File: config.mk
export PLATFORM = sky130hd
export DESIGN_NAME = stage_sequencer
export DESIGN_NICKNAME = d
export VERILOG_FILES = /design/src/rtl/stage_sequencer.sv
export SDC_FILE = /design/constraint.sdc
export NUM_CORES = 1
export LEC_CHECK = 0
export CAP_MARGIN = 15
export CELL_PAD_IN_SITES_DETAIL_PLACEMENT = 1
export CELL_PAD_IN_SITES_GLOBAL_PLACEMENT = 2
export CORE_MARGIN = 5
export CORE_UTILIZATION = 31
export CTS_CLUSTER_DIAMETER = 60
export DETAILED_ROUTE_END_ITERATION = 10
export PLACE_DENSITY_LB_ADDON = 0.1
export REMOVE_ABC_BUFFERS = 1
export SLEW_MARGIN = 15
export SYNTH_ARGS = -nofsm -noshare
export SYNTH_HDL_FRONTEND = slang
export SYNTH_SLANG_ARGS = --single-unit
File: constraint.sdc
create_clock -name clk -period 3.04 [get_ports clk]
set_clock_uncertainty 0.15 [all_clocks]
set_input_delay 0.304 -clock clk [delete_from_list [all_inputs] [get_ports clk]]
set_output_delay 0.304 -clock clk [all_outputs]
set_load 0.03 [all_outputs]
File: src/rtl/stage_sequencer.sv
// Multi-cycle stage sequencer: one-hot registered stage enables with per-instruction
// stage skipping, stall, flush and run/idle control.
module stage_sequencer #(
  parameter int NUM_STAGES = 5,
  parameter int COUNT_W    = 32,
  parameter int IDX_W      = $clog2(NUM_STAGES)
) (
  input  logic                  clk,
  input  logic                  rst_n,
  input  logic                  run,
  input  logic                  stall,
  input  logic                  flush,
  input  logic [NUM_STAGES-1:0] stage_mask,
  output logic [NUM_STAGES-1:0] stage_en,
  output logic [IDX_W-1:0]      stage_idx,
  output logic                  busy,
  output logic                  instr_done,
  output logic [COUNT_W-1:0]    instr_count
);

  typedef enum logic [0:0] {
    IDLE = 1'b0,
    RUN  = 1'b1
  } state_t;

  localparam logic [NUM_STAGES-1:0] FIXED_STAGES = {{(NUM_STAGES-2){1'b0}}, 2'b11};

  state_t                  state_r;
  logic [NUM_STAGES-1:0]   stage_en_r;
  logic [IDX_W-1:0]        stage_idx_r;
  logic                    busy_r;
  logic                    instr_done_r;
  logic [COUNT_W-1:0]      count_r;
  logic [NUM_STAGES-1:0]   mask_r;

  logic [NUM_STAGES-1:0]   eff_mask_s;
  logic [IDX_W-1:0]        last_idx_s;
  logic [IDX_W-1:0]        next_idx_s;
  logic                    is_last_s;

  function automatic logic [IDX_W-1:0] highest_set(input logic [NUM_STAGES-1:0] m);
    logic [IDX_W-1:0] r;
    r = '0;
    for (int i = 0; i < NUM_STAGES; i++) begin
      if (m[i]) begin
        r = IDX_W'(i);
      end else begin
        r = r;
      end
    end
    return r;
  endfunction

  function automatic logic [IDX_W-1:0] next_set(input logic [NUM_STAGES-1:0] m,
                                                input logic [IDX_W-1:0] s);
    logic [IDX_W-1:0] r;
    r = s;
    for (int i = NUM_STAGES - 1; i >= 0; i--) begin
      if (m[i] && (i > int'(s))) begin
        r = IDX_W'(i);
      end else begin
        r = r;
      end
    end
    return r;
  endfunction

  function automatic logic [NUM_STAGES-1:0] onehot(input logic [IDX_W-1:0] s);
    return NUM_STAGES'(1) << s;
  endfunction

  // Decode stage reads the fresh mask from decode; later stages use the latched copy.
  always_comb begin
    eff_mask_s = mask_r;
    if (stage_idx_r == IDX_W'(1)) begin
      eff_mask_s = stage_mask | FIXED_STAGES;
    end else begin
      eff_mask_s = mask_r;
    end
    last_idx_s = highest_set(eff_mask_s);
    next_idx_s = next_set(eff_mask_s, stage_idx_r);
    is_last_s  = (stage_idx_r == last_idx_s);
  end

  // Sequencer state machine with registered outputs.
  always_ff @(posedge clk or negedge rst_n) begin
    if (!rst_n) begin
      state_r      <= IDLE;
      stage_en_r   <= '0;
      stage_idx_r  <= '0;
      busy_r       <= 1'b0;
      instr_done_r <= 1'b0;
      count_r      <= '0;
      mask_r       <= '1;
    end else begin
      case (state_r)
        IDLE: begin
          instr_done_r <= 1'b0;
          stage_idx_r  <= '0;
          if (run) begin
            state_r    <= RUN;
            stage_en_r <= onehot(IDX_W'(0));
            busy_r     <= 1'b1;
          end else begin
            stage_en_r <= '0;
            busy_r     <= 1'b0;
          end
        end
        RUN: begin
          if (flush) begin
            instr_done_r <= 1'b0;
            mask_r       <= '1;
            stage_idx_r  <= '0;
            if (run) begin
              stage_en_r <= onehot(IDX_W'(0));
              busy_r     <= 1'b1;
            end else begin
              state_r    <= IDLE;
              stage_en_r <= '0;
              busy_r     <= 1'b0;
            end
          end else if (stall) begin
            instr_done_r <= 1'b0;
          end else begin
            if (stage_idx_r == IDX_W'(1)) begin
              mask_r <= eff_mask_s;
            end else begin
              mask_r <= mask_r;
            end
            if (is_last_s) begin
              instr_done_r <= 1'b1;
              count_r      <= count_r + COUNT_W'(1);
              stage_idx_r  <= '0;
              if (run) begin
                stage_en_r <= onehot(IDX_W'(0));
                busy_r     <= 1'b1;
              end else begin
                state_r    <= IDLE;
                stage_en_r <= '0;
                busy_r     <= 1'b0;
              end
            end else begin
              instr_done_r <= 1'b0;
              stage_idx_r  <= next_idx_s;
              stage_en_r   <= onehot(next_idx_s);
              busy_r       <= 1'b1;
            end
          end
        end
        default: begin
          state_r      <= IDLE;
          stage_en_r   <= '0;
          stage_idx_r  <= '0;
          busy_r       <= 1'b0;
          instr_done_r <= 1'b0;
        end
      endcase
    end
  end

  assign stage_en    = stage_en_r;
  assign stage_idx   = stage_idx_r;
  assign busy        = busy_r;
  assign instr_done  = instr_done_r;
  assign instr_count = count_r;

endmodule

# --- After elaboration in Yosys (flattened, before gate mapping) ---
# Index checks and enable logic that the tools add are counted.
op_classes:
  addsub: 1
  magnitude_cmp: 4
  eq_ne: 4
  shift: 1
  muxes: 33
  bitwise_logic: 3
  n_reduce_logical: 7
ops:
  columns: ["operator", "n"]
  rows:
  - ["two-way mux 5 bit", 7]
  - ["adder 32 x 1 -> 32 bit, second input constant", 1]
  - ["two-way mux 3 bit", 9]
  - ["two-way mux 1 bit", 11]
  - ["one-hot mux 5 bit (2 select lines)", 1]
  - ["> comparator 2 x 3 -> 1 bit, first input constant", 2]
  - ["one-hot mux 1 bit (2 select lines)", 3]
  - ["one-hot mux 3 bit (2 select lines)", 1]
  - ["<< shifter 1 x 3 -> 5 bit, first input constant", 1]
  - ["logical AND 1 bit", 4]
  - ["AND reduction 4 bit", 1]
  - ["equality test 3 x 1 -> 1 bit, second input constant", 1]
  - ["equality test 3 bit", 1]
  - ["> comparator 1 x 3 -> 1 bit, first input constant", 1]
  - ["> comparator 3 bit, first input constant", 1]
  - ["!= test 3 bit, second input constant", 1]
  - ["NOT 1 bit", 3]
  - ["AND reduction 3 bit", 1]
  - ["two-way mux 2 bit", 1]
  - ["!= test 2 x 1 -> 1 bit, second input constant", 1]
  - ["nonzero test 2 bit", 1]
word_totals:
  reg_bits: 48
  in_bits: 10
  out_inout_bits: 42

# --- Logic depth before layout (Yosys ltp) ---
logic_depth:
  ltp_word: 12
  mapped_depth: 9

# --- Worst setup path before layout ---
# Ideal clock, no wire load.
synth_timing:
  path_kind: "register to register"
  from: "reg stage_idx_r[0], in the netlist stage_idx[0]"
  to: "reg count_r[3], in the netlist instr_count[3]"
  arrival_time_ns: 2.453
  t_required_ns: 2.810
  slack_ns: 0.357
  stages_incl_launch_ff: 9
  period_less_slack_ns: 2.683
  path_cell_list: "dfrtp_1 buf_6 or3b_4 mux2i_2 mux2i_2 nand2_2 buf_2 nor4_1 xor2_1"
synth_between:
  elab_chain_cells: 8
synth_rtl:
  columns: ["item", "line", "text"]
  rows:
  - ["start, declared", "30", "logic [IDX_W-1:0] stage_idx_r;"]
  - ["start signal, assigned", "144", "stage_idx_r <= next_idx_s;"]
  - ["equality test 3 x 1 -> 1 bit", "75", "if (stage_idx_r == IDX_W'(1)) begin"]
  - ["two-way mux 5 bit", "75", null]
  - ["two-way mux 1 bit", "45", "if (m[i]) begin"]
  - ["two-way mux 2 bit", "45", null]
  - ["two-way mux 3 bit (2 in series)", "45", null]
  - ["equality test 3 bit (*)", "82", "is_last_s = (stage_idx_r == last_idx_s);"]
  - ["AND reduction 4 bit (no line) (*)", null, null]
  - ["end signal, assigned", "132", "count_r <= count_r + COUNT_W'(1);"]
  - ["end, declared", "33", "logic [COUNT_W-1:0] count_r;"]
# Every way passes the cells marked *; elsewhere a longest branch is shown, timed or not.
# A chain may end at the register's enable or synchronous reset.

# --- Worst setup path after layout ---
layout_timing:
  from: "reg stage_idx_r[1], in the netlist stage_idx[1]"
  to: "reg count_r[1], in the netlist instr_count[1]"
# The elaborated chain is that of the path after synthesis.

==> results.sh <==
export IMPL_synth_top_cell_area_share_pct=45.2
export IMPL_synth_most_common_cell="dfrtp_1"
export IMPL_yosysWarnings=0
export IMPL_setup_viol=0
export IMPL_synth_area_um2=2380
export IMPL_worst_path_stages=6
export IMPL_cp_cell_sequence="or3b_4, mux2i_2, mux2i_2, nand2_2, nor2_1, mux2_2"
export IMPL_rr_startpoint="stage_idx[1]"
export IMPL_final_setup_tns_ns=0
export IMPL_final_cells=401
export IMPL_synth_compound_area_share_pct=8.15
export IMPL_crit_type="flip-flop to flip-flop"
export IMPL_reg2regPathDepth=6
export IMPL_cp_start_kind="flip-flop"
export IMPL_viasPerCell=4.87
export IMPL_num_antenna_cells=0
export IMPL_numClockSinks=47
export IMPL_syn_inst=239
export IMPL_avgRoutedWirePerCell_um=15.8
export IMPL_chipHeight_um=97.6
export IMPL_start_util_pct=31.3
export IMPL_numCtsBuffers=5
export IMPL_slowest_stage="dfrtp_1"
export IMPL_dr_pass1_iters=4
export IMPL_finalCritPeriodShare_pct=84.6
export IMPL_gp_congestion=0.804
export IMPL_synth_mux_area_share_pct=2.47
export IMPL_synth_top_family_by_area="simple AND/OR/NAND/NOR gates"
export IMPL_seq_area_frac_synth_pct=49.6
export IMPL_ys_seq_elements=47
export IMPL_synth_cell_types=48
export IMPL_crit_fanout=17
export IMPL_yosys_area_share_simple_pct=24.0
export IMPL_die_x_um=97.6
export IMPL_die_area_um2=9530
export IMPL_endpoint_kind="flip-flop"
export IMPL_hold_class="flip-flop to flip-flop"
export IMPL_max_slew_worst_pin_slew_ns=0.721
export IMPL_period_minus_slack_ns=2.57
export IMPL_synth_flop_cell="dfrtp_1"
export IMPL_drc=0
export IMPL_ir_drop_mv=0.150
export IMPL_timing_fmax_ghz=0.389
export IMPL_drv_cap=0
export IMPL_worstSkewPairLatency_ns=0.30
export IMPL_finalPower_mw=1.20
export IMPL_placed_cells_incl_taps=392
export IMPL_drive_gt1_share_pct=11.0
export IMPL_ant_nets=0
export IMPL_crit_end="instr_count[1]"
export IMPL_synth_edf_count=0
export IMPL_hpwlAfterDp_um=4710
export IMPL_root_buffer="clkbuf_8"
export IMPL_rsz0062_at_grt="no"
export IMPL_synth_xor_area_share_pct=11.4
export IMPL_maxSlewHeadroom_pct=51.9
export IMPL_power_density_nw_per_um2=383
export IMPL_placedInstanceArea_um2=3020
export IMPL_nets=309
export IMPL_dr_total_vias=1953
export IMPL_avgSynthCellArea_um2=9.96
export IMPL_synth_commonest_cells="dfrtp_1 (43), nand2_1 (21), nor2_1 (21), xor2_1 (21), nor3_1 (14)"
export IMPL_hold_violations=0
export IMPL_port_buffers=49
export IMPL_grt_util_all_layers_pct=13.8
export IMPL_critPathMaxStageDelay_ns=0.45
export IMPL_routed_wl_um=6340
export IMPL_grt_max_degree=31
export IMPL_grt_antenna_before_repair=0
export IMPL_drt_iter0_drc=47
export IMPL_synth_area_leaders="dfrtp_1 (45%), xor2_1 (7.7%), dfstp_2 (4.4%), xnor2_1 (3.7%), nand2_1 (3.3%)"
export IMPL_drv_slew=0
export IMPL_path_clk_slew_ns=0.09
export IMPL_p_leak_nw=1.38
export IMPL_cp_required_ns=3.08
export IMPL_postLayoutCellArea_um2=3130
export IMPL_arrival_ns=2.61
export IMPL_reg2reg_setup_slack_ns=0.47
export IMPL_grt_pass1_vias=2134
export IMPL_rows=32
export IMPL_grt_pass1_wl_um=10800
export IMPL_synthAdderAreaFrac_pct=0.526
export IMPL_io_pins=52
export IMPL_htreeDepth=2
export IMPL_cts_tree="done"
export IMPL_grt_ovfl_total=0
export IMPL_yosys_area_top_type="dfrtp_1"
export IMPL_crit_path_start="stage_idx[1]"
export IMPL_coreArea_um2=7610
export IMPL_r2r_end="instr_count[1]"
export IMPL_cts_buffer_depth=2
export IMPL_synth_async_reset_ratio_pct=100
export IMPL_crit_path_frequent_cell="mux2i_2"
export IMPL_status="finished, final reports clean"
export IMPL_syn_to_final_growth_pct=31.7
export IMPL_crit_buf_inv=0
export IMPL_cp_top_family="simple AND/OR/NAND/NOR gates"
[cells by family after synthesis]
logic type      Yosys count
compound gates           26
xor+xnor                 31
fa+ha+maj                 1
buf+inv                  19
flops                    47
mux                       5
simple gates            110
[metal layers]
| metal | share of wire (%) | wire length, µm | global-route usage (%) | vias up |
|---|---|---|---|---|
| li1 | - | - | - | 948 |
| met1 | 48 | 3070 | 18.1 | 961 |
| met2 | 48 | 3040 | 22.8 | 35 |
| met3 | 2.8 | 175 | 2.87 | 9 |
| met4 | 0.99 | 63 | 4.15 | 0 |
| met5 | 0 | 0 | 0 | - |
[how the worst min path moves through the flow]
stage	start	to	slack (ns)	cells after the start
finish	instr_count[25]	instr_count[25]	0.34	1
global placement	rst_n	instr_count[29]	0.24	1
detailed placement	rst_n	instr_count[29]	0.26	1
global route	instr_count[4]	instr_count[4]	0.37	1
CTS	instr_count[25]	instr_count[25]	0.34	1
floorplan	rst_n	busy	-0.14	0
[registers in the layout, indices dropped and copies added, names as in the netlist]
register / cells
busy: 1
instr_count: 32
instr_done: 1
mask_r: 4
stage_en: 5
stage_idx: 3
state_r: 1
[metrics by stage]
stage | worst slack (ns) | hold slack [ns] | utilization (%)
after floorplan | 0.265 | -0.142 | -
after detailed placement | 0.324 | 0.262 | 39.7
after global placement | 0.289 | 0.245 | 39.7
after CTS | 0.435 | 0.342 | 41.2
final | 0.470 | 0.336 | 41.2
after global routing | 0.297 | 0.366 | 41.2
[area by class of cell]
cell class | instances | area, µm²
clock buffers | 8 | 100
fillers | 880 | 4470
inverters | 10 | 37.5
repair buffers | 61 | 578
well taps | 102 | 128
flip-flops and latches | 47 | 1180
multi-input cells | 173 | 1110
[timing repair]
| item | in CTS | in global routing |
|---|---|---|
| resized for setup | 0 | 0 |
| hold buffers | 1 | 0 |
| hold endpoints to repair | 28 | 0 |
| setup buffers | 0 | 0 |
[report_power, final]
part / total, mW / switching [mW] / internal [mW]
Clock: 0.422 / 0.214 / 0.208
Combinational: 0.131 / 0.0767 / 0.0545
Sequential: 0.647 / 0.0103 / 0.637
Total: 1.20 / 0.301 / 0.900
[cells in the final DEF, fill, tap and decap left out, types with 3 or more instances in the layout]
| master | n |
|---|---|
| nor4_1 | 8 |
| clkdlybuf4s50_1 | 48 |
| and3_1 | 5 |
| clkbuf_8 | 7 |
| nor3_1 | 14 |
| a22o_1 | 4 |
| inv_1 | 10 |
| xor2_1 | 21 |
| a21oi_1 | 5 |
| or2_2 | 4 |
| o22a_1 | 3 |
| nand3_1 | 10 |
| nor2b_1 | 3 |
| dfstp_2 | 4 |
| nand4_1 | 8 |
| dfrtp_1 | 43 |
| nor2_1 | 21 |
| nand2_1 | 21 |
| buf_4 | 11 |
| xnor2_1 | 10 |
| nand2b_1 | 3 |
Note: power is estimated with default switching activity, not from simulation.
